File: src/rtl/vend_controller.sv
// Vending machine sequencer: collects coin credit, checks selections against price and stock,
// runs the dispense handshake, then returns change one coin per cycle.
module vend_controller #(
   parameter int NUM_SLOTS  = 4,
   parameter int PRICE      = 3,
   parameter int STOCK_INIT = 3,
   parameter int CREDIT_W   = 5
) (
   input  logic                 clk,
   input  logic                 rst,
   input  logic [1:0]           in,
   input  logic                 sel_valid,
   input  logic [1:0]           sel_slot,
   output logic                 disp_req,
   output logic [1:0]           disp_slot,
   input  logic                 disp_ack,
   output logic [1:0]           change,
   output logic [CREDIT_W-1:0]  credit,
   output logic                 busy,
   output logic [NUM_SLOTS-1:0] sold_out,
   output logic                 err_credit,
   output logic                 err_empty,
   output logic                 coin_rej,
   output logic [1:0]           dbg_state_o
);

   typedef enum logic [1:0] {
      S_IDLE     = 2'd0,
      S_DISPENSE = 2'd1,
      S_CHANGE   = 2'd2
   } state_e;

   localparam logic [CREDIT_W-1:0] PRICE_C      = CREDIT_W'(PRICE);
   localparam logic [3:0]          STOCK_INIT_C = 4'(STOCK_INIT);

   state_e                state_q, state_d;
   logic [CREDIT_W-1:0]   credit_q, credit_d;
   logic [3:0]            stock_q [NUM_SLOTS];
   logic [3:0]            stock_d [NUM_SLOTS];
   logic [1:0]            disp_slot_q, disp_slot_d;
   logic                  err_credit_q, err_credit_d;
   logic                  err_empty_q, err_empty_d;
   logic                  coin_rej_q, coin_rej_d;

   logic [1:0]            coin_units;
   logic [1:0]            pay_units;
   logic [CREDIT_W-1:0]   base_credit;
   logic [CREDIT_W:0]     coin_sum;

   // Change coin size depends only on registered credit, so it is shared by both comb processes.
   assign pay_units = (credit_q >= CREDIT_W'(2)) ? 2'd2 : 2'd1;

   always_ff @(posedge clk) begin
      if (rst) begin
         state_q      <= S_IDLE;
         credit_q     <= '0;
         disp_slot_q  <= 2'd0;
         err_credit_q <= 1'b0;
         err_empty_q  <= 1'b0;
         coin_rej_q   <= 1'b0;
         for (int i = 0; i < NUM_SLOTS; i++) stock_q[i] <= STOCK_INIT_C;
      end else begin
         state_q      <= state_d;
         credit_q     <= credit_d;
         disp_slot_q  <= disp_slot_d;
         err_credit_q <= err_credit_d;
         err_empty_q  <= err_empty_d;
         coin_rej_q   <= coin_rej_d;
         for (int i = 0; i < NUM_SLOTS; i++) stock_q[i] <= stock_d[i];
      end
   end

   always_comb begin
      state_d      = state_q;
      credit_d     = credit_q;
      stock_d      = stock_q;
      disp_slot_d  = disp_slot_q;
      err_credit_d = 1'b0;
      err_empty_d  = 1'b0;
      coin_rej_d   = 1'b0;
      coin_units   = 2'd0;
      base_credit  = credit_q;
      coin_sum     = '0;
      unique case (state_q)
         S_IDLE: begin
            if (in == 2'd1)      coin_units = 2'd1;
            else if (in == 2'd2) coin_units = 2'd2;
            // Selection is judged on pre-coin credit; a same-cycle coin lands on top of the result.
            if (sel_valid) begin
               if (stock_q[sel_slot] == 4'd0) begin
                  err_empty_d = 1'b1;
               end else if (credit_q < PRICE_C) begin
                  err_credit_d = 1'b1;
               end else begin
                  base_credit       = credit_q - PRICE_C;
                  stock_d[sel_slot] = stock_q[sel_slot] - 4'd1;
                  disp_slot_d       = sel_slot;
                  state_d           = S_DISPENSE;
               end
            end else if ((in == 2'd3) && (credit_q != '0)) begin
               state_d = S_CHANGE;
            end
            coin_sum = {1'b0, base_credit} + (CREDIT_W+1)'(coin_units);
            if (coin_sum[CREDIT_W]) coin_rej_d = 1'b1;
            else                    credit_d   = coin_sum[CREDIT_W-1:0];
         end
         S_DISPENSE: begin
            if (disp_ack) state_d = (credit_q != '0) ? S_CHANGE : S_IDLE;
         end
         S_CHANGE: begin
            credit_d = credit_q - CREDIT_W'(pay_units);
            if (credit_q == CREDIT_W'(pay_units)) state_d = S_IDLE;
         end
         default: state_d = S_IDLE;
      endcase
   end

   always_comb begin
      disp_req    = (state_q == S_DISPENSE);
      disp_slot   = disp_slot_q;
      change      = (state_q == S_CHANGE) ? pay_units : 2'd0;
      credit      = credit_q;
      busy        = (state_q != S_IDLE);
      err_credit  = err_credit_q;
      err_empty   = err_empty_q;
      coin_rej    = coin_rej_q;
      dbg_state_o = state_q;
      for (int i = 0; i < NUM_SLOTS; i++) sold_out[i] = (stock_q[i] == 4'd0);
   end

endmodule

File: config.mk
export PLATFORM = sky130hd
export DESIGN_NAME = vend_controller
export DESIGN_NICKNAME = d
export VERILOG_FILES = /design/src/rtl/vend_controller.sv
export SDC_FILE = /design/constraint.sdc
export NUM_CORES = 1
export LEC_CHECK = 0
export BUFFER_PORTS_ARGS = -buffer_cell sky130_fd_sc_hd__buf_2
export CELL_PAD_IN_SITES_DETAIL_PLACEMENT = 2
export CELL_PAD_IN_SITES_GLOBAL_PLACEMENT = 2
export CORE_MARGIN = 2
export CORE_UTILIZATION = 34
export CTS_CLUSTER_SIZE = 40
export DETAILED_ROUTE_END_ITERATION = 10
export MAX_ROUTING_LAYER = met4
export PLACE_DENSITY_LB_ADDON = 0.1
export SLEW_MARGIN = 20
export SYNTH_ARGS = -nofsm -noshare
export SYNTH_HDL_FRONTEND = slang
export SYNTH_SLANG_ARGS = --single-unit
export TNS_END_PERCENT = 20
File: constraint.sdc
create_clock -name clk -period 4.05 [get_ports clk]
set_input_delay 0.81 -clock clk [delete_from_list [all_inputs] [get_ports clk]]
set_output_delay 0.81 -clock clk [all_outputs]
set_load 0.1 [all_outputs]
## Yosys cells after proc, flatten, opt, wreduce, memory -nomap -nowiden

Cells that the tools add are included.

- Register bits after elaboration: 28
- Input bits: 8
- Output and inout port bits: 20
- Word-level logic and storage cells: 80

- Add/subtract/negate cells: 4
- $lt $le $gt $ge: 4
- Equality and inequality tests: 12
- Mux-type cells: 28
- Bitwise gates (word level): 5
- Reductions and logical operators: 17

Operators with widths:

| kind | count |
|---|---|
| $mux 5 | 5 |
| $mux 2 | 12 |
| $logic_not 4->1 | 5 |
| $bwmux 16 | 1 |
| $mux 4 | 3 |
| $pmux 5 s2 | 1 |
| $ne 3x3->1 const B | 3 |
| $bmux 4 s2 | 1 |
| $demux 4 s2 | 1 |
| $add 5x2->6 | 1 |
| $eq 2x2->1 const B | 3 |
| $pmux 2 s3 | 1 |
| $eq 5x2->1 | 1 |
| $ge 5x2->1 const B | 1 |
| $lt 5x2->1 const B | 1 |
| $reduce_and 5->1 | 1 |
| $reduce_bool 5->1 | 1 |
| $sub 5x2->5 | 1 |
| $sub 5x2->5 const B | 1 |
| $eq 2x1->1 const B | 2 |
| $ne 2x2->1 const B | 2 |
| $not 1->1 | 4 |
| $reduce_and 4->1 | 1 |
| $reduce_bool 2->1 | 2 |
| other kinds (12) | 15 |

## Longest topological paths before layout

- Depth in word-level cells: 11
- Depth in mapped cells: 15
- Mapped depth without buffers: 14

## Least setup slack after synthesis

No wires, ideal clock.

- Kind: register to output
- From: register credit_q[0], in the netlist credit[0]
- To: output change[0]
- Arrival: 4.389 ns
- Required time: 3.240 ns
- Slack: -1.149 ns
- Cell stages (with the launch flop): 4
- Buffers on the path: 0
- Cell sequence: dfxtp_1 > inv_1 > ha_1 > nor4_1

- Cells in the longest elaborated chain, start to end: 3

Ends and longest elaborated chain:

| what | line | source |
|---|---|---|
| start: declaration | 37 | `logic [CREDIT_W-1:0] credit_q, credit_d;` |
| start signal: assignment | 64 | `credit_q <= credit_d;` |
| $ge 5x2->1 | 51 | `assign pay_units = (credit_q >= CREDIT_W'(2)) ? 2'd2 : 2'd1;` |
| $mux 2 | 51 |  |
| $mux 2 | 121 | `change = (state_q == S_CHANGE) ? pay_units : 2'd0;` |
| end: declaration | 17 | `output logic [1:0] change,` |

Every way passes these cells.

## Final worst setup path

- From: input sel_slot[0]
- To: register credit_q[3], in the netlist credit[3]

- Cells in the longest elaborated chain, start to end: 11
- Elaborated cells between the ends (all ways): 13
- Classes of those cells: 1 x add/sub; 1 x eq/ne; 8 x mux; 1 x bitwise; 2 x reduce/logical

Ends and longest elaborated chain:

| what | line | source |
|---|---|---|
| start: declaration | 13 | `input logic [1:0] sel_slot,` |
| $not 2->3 (not written as such) (*) | 90 | `if (stock_q[sel_slot] == 4'd0) begin` |
| $bmux 4 s2 (*) | 90 |  |
| $mux 4 (not written as such) (*) (2 in a row) | 90 |  |
| $logic_not 4->1 (*) | 90 |  |
| $mux 5 (*) | 90 |  |
| $mux 5 (*) | 89 | `if (sel_valid) begin` |
| $mux 5 (*) | 84 | `unique case (state_q)` |
| $add 5x2->6 (*) | 103 | `coin_sum = {1'b0, base_credit} + (CREDIT_W+1)'(coin_units);` |
| $mux 5 / $ne 2x2->1 (equally long branches) | n/a |  |
| $pmux 5 s2 / $reduce_and 2->1 (equally long branches) | n/a |  |

Every way passes the cells marked *; elsewhere a longest branch is shown, timed or not. The select of a mux whose other input is x is not followed.
A chain may end at the register's enable or synchronous reset.

==> results by group <==
Detailed routing
  – Post-route DRC: 0
  – Routed wire length: 5490 um
  – Routed vias/inst: 5.42
  – DR iter-0 viols: 24
  – Routed Antenna Nets: 0
  – DRT Pass-1 Iters: 3
  – Vias post-DR: 1636
  – WL/cell: 18.2 um

Power
  – Peak VDD IR: 0.275 mV
  – Leak: 0.930 nW
  – Cell area power density: 716 nW/um2

STA
  – Tcrit/Tclk final: 0.908
  – Final Critical Period: 3680 ps
  – Post-route setup slack: 371 ps
  – RSZ-0062 raised after global routing: no
  – Max_slew headroom: 0.616
  – Worst-Margin Slew: 575 ps
  – Clk_skew: 3.25 ps
  – Setup violation total in the final timing report: 0
  – Hold WS: 514 ps
  – Max Clk Rate: 272 MHz
  – Max Transition Viols Final: 0
  – Final hold vios: 0

Setup path
  – WS Path Type: input port to register
  – Buf+Inv Stages, Crit Path: 3
  – Crit. End Element: register
  – CP Launch Type: input port
  – Crit-path slowest cell: mux4_1
  – CP cell instances: buf_2, mux4_1, inv_1, ha_1, nor2b_1, nand3_2, nand4_4, mux2_2, ha_1, a21oi_1, a21oi_4, a31oi_4, inv_2, o31ai_1
  – CP arrival: 3870 ps
  – Most common cell on crit path: ha_1
  – Cell family with most CP delay: multiplexers
  – CP max stage delay: 580 ps
  – Req. time, crit path: 4250 ps
  – CP max FO: 8

Global routing
  – Largest net degree at the start of global routing: 30
  – Global-route wire length before repair: 9270 um
  – Vias in the first global route: 1789
  – Total GRT Usage: 0.197
  – Global route total overflow: 0
  – Initial antenna violation count: 0

Final layout
  – Ant. Diodes: 0
  – Share of cells above drive strength 1: 0.241
  – Post-layout util: 0.407
  – Layout Nets: 251
  – Syn-to-layout area delta: 14.1%

Yosys
  – Yosys reg bits: 28
  – Cell area after synthesis: 1860 um2
  – Synthesis Warnings: 0
  – Cell variety after synth: 45
  – Synth Net Count: 225
  – Post-Syn Instances: 207
  – EDFF count, synth: 0
  – Post-Syn Area per Cell: 8.98 um2
  – Asr flop ratio synth: 0
  – Top FF cell, synth: dfxtp_1
  – Sequential share of the synthesized area: 0.302

Floorplanning
  – Die area: 6070 um2
  – IO Pins: 28
  – Initial Util: 0.357
  – Die height: 77.9 um
  – Core ar.: 5200 um2
  – Placement row count: 26
  – DIE WIDTH: 77.9 um

Min path
  – Worst min path class: register to register

Placement
  – Gpl congestion: 0.869
  – HPWL Detailed: 4270 um
  – Place WS: 73.3 ps
  – Port Buf Inserts: 27

Clocking
  – Worst-Skew Late Latency: 280 ps
  – Post-CTS Resized: 0
  – CTS tree: done
  – TritonCTS Buffers: 3
  – Sink Count: 28
  – Setup bufs post-CTS: 0
  – Clk slew on worst S/H paths: 100 ps
  – Clk buf depth: 2
  – H-tree depth: 1
  – CTS root buffer: clkbuf_8
  – CTS Hold Bufs: 0

Job
  – Max-Cap Viols: 0

Outcome
  – Status: completed
==> sequential cells by signal (all words and copies together), names as in the netlist <==
register and count:
coin_rej 1, stock_q 16, err_credit 1, dbg_state_o 2, disp_slot 2, err_empty 1
credit 5
==> power by group <==
group	internal [mW]	switching (mW)	leakage, nW	total (mW)
clock	0.0873	0.0932	0.0288	0.180
combinational	0.264	0.677	0.674	0.941
sequential	0.319	0.0770	0.227	0.396
==> area by class of cell <==
type                    instances  area, um2
clock buffers                   4       55.1
fillers                       608       3080
inverters                      11       41.3
multi-input cells             157       1200
flip-flops and latches         28        561
well taps                      70       87.6
repair buffers                 32        173
==> worst register-to-register path: cells and delay by family, from the launching register on <==
| kind | cells | cell delay, ps |
|---|---|---|
| AND/OR/NAND/NOR | 3 | 500 |
| AO/OA/AOI/OAI | 4 | 860 |
| multiplexers | 2 | 900 |
| buffers and inverters | 2 | 160 |
| adder cells (fa/ha/maj) | 2 | 440 |
| flip-flops | 1 | 350 |
==> cell usage after synthesis, drive strengths merged (6+ instances only) <==
library cell,number,area (um2)
nor2,30,115
dfxtp,28,561
mux2i,18,184
a21oi,12,71.3
inv,11,41.3
a211o,10,87.6
nand2,9,33.8
ha,8,100
nand3,7,40.0
clkbuf,6,22.5
nor2b,6,37.5
nor4,6,37.5
==> worst paths after layout <==
path / startpoint / end / slack, ps / cells after the start
max: sel_slot[0] / credit[3] / 370 / 14
min: stock_q[4] / stock_q[4] / 510 / 1
min reg2reg: stock_q[4] / stock_q[4] / 510 / 1
max reg2reg: stock_q[9] / credit[3] / 750 / 13
==> cells in the final DEF (no fill, tap or decap), types with 4 or more instances in the layout <==
| cell | synthesis | routed |
|---|---|---|
| nor2_1 | 29 | 29 |
| dfxtp_1 | 28 | 28 |
| buf_2 | 2 | 27 |
| mux2i_1 | 17 | 17 |
| a21oi_1 | 11 | 11 |
| inv_1 | 10 | 10 |
| a211o_1 | 10 | 10 |
| nand2_1 | 9 | 9 |
| ha_1 | 8 | 8 |
| nor2b_1 | 6 | 6 |
| nand3_1 | 6 | 6 |
| xnor2_1 | 5 | 5 |
| nor4_1 | 6 | 5 |
| buf_4 | 0 | 5 |
| nor3_1 | 4 | 4 |
| a211oi_1 | 4 | 4 |
| clkbuf_8 | 0 | 4 |
==> metal layers <==
layer	vias up	track usage	wire length (um)
li1	800	-	-
met1	816	0.214	2350
met3	5	0.0221	88
met4	0	0.0439	47
met5	-	-	0
met2	15	0.380	3000
==> per-stage QoR <==
| step | power (mW) | instances | instance area [um2] | setup TNS [ps] |
|---|---|---|---|---|
| 2_1_floorplan | 1.16 | 207 | 1860 | -2.43 |
| 3_3_place_gp | 1.32 | 298 | 2070 | 0 |
| 3_5_place_dp | 1.35 | 298 | 2070 | 0 |
| 4_1_cts | 1.54 | 302 | 2120 | 0 |
| 5_1_grt | 1.63 | 302 | 2120 | 0 |
| 6_report | 1.52 | 302 | 2120 | 0 |
==> cells by family (layout without fill, tap and decap cells) <==
| kind of cell | count (synthesis) | count (layout) | share of synthesized area |
|---|---|---|---|
| AO/OA/AOI/OAI | 38 | 38 | 0.160 |
| buffers and inverters | 22 | 47 | 0.0539 |
| flip-flops | 28 | 28 | 0.302 |
| adder cells (fa/ha/maj) | 10 | 10 | 0.0754 |
| AND/OR/NAND/NOR | 81 | 81 | 0.242 |
| multiplexers | 23 | 23 | 0.143 |
| XOR/XNOR | 5 | 5 | 0.0236 |
No activity file was read; power rests on OpenSTA's default activity.
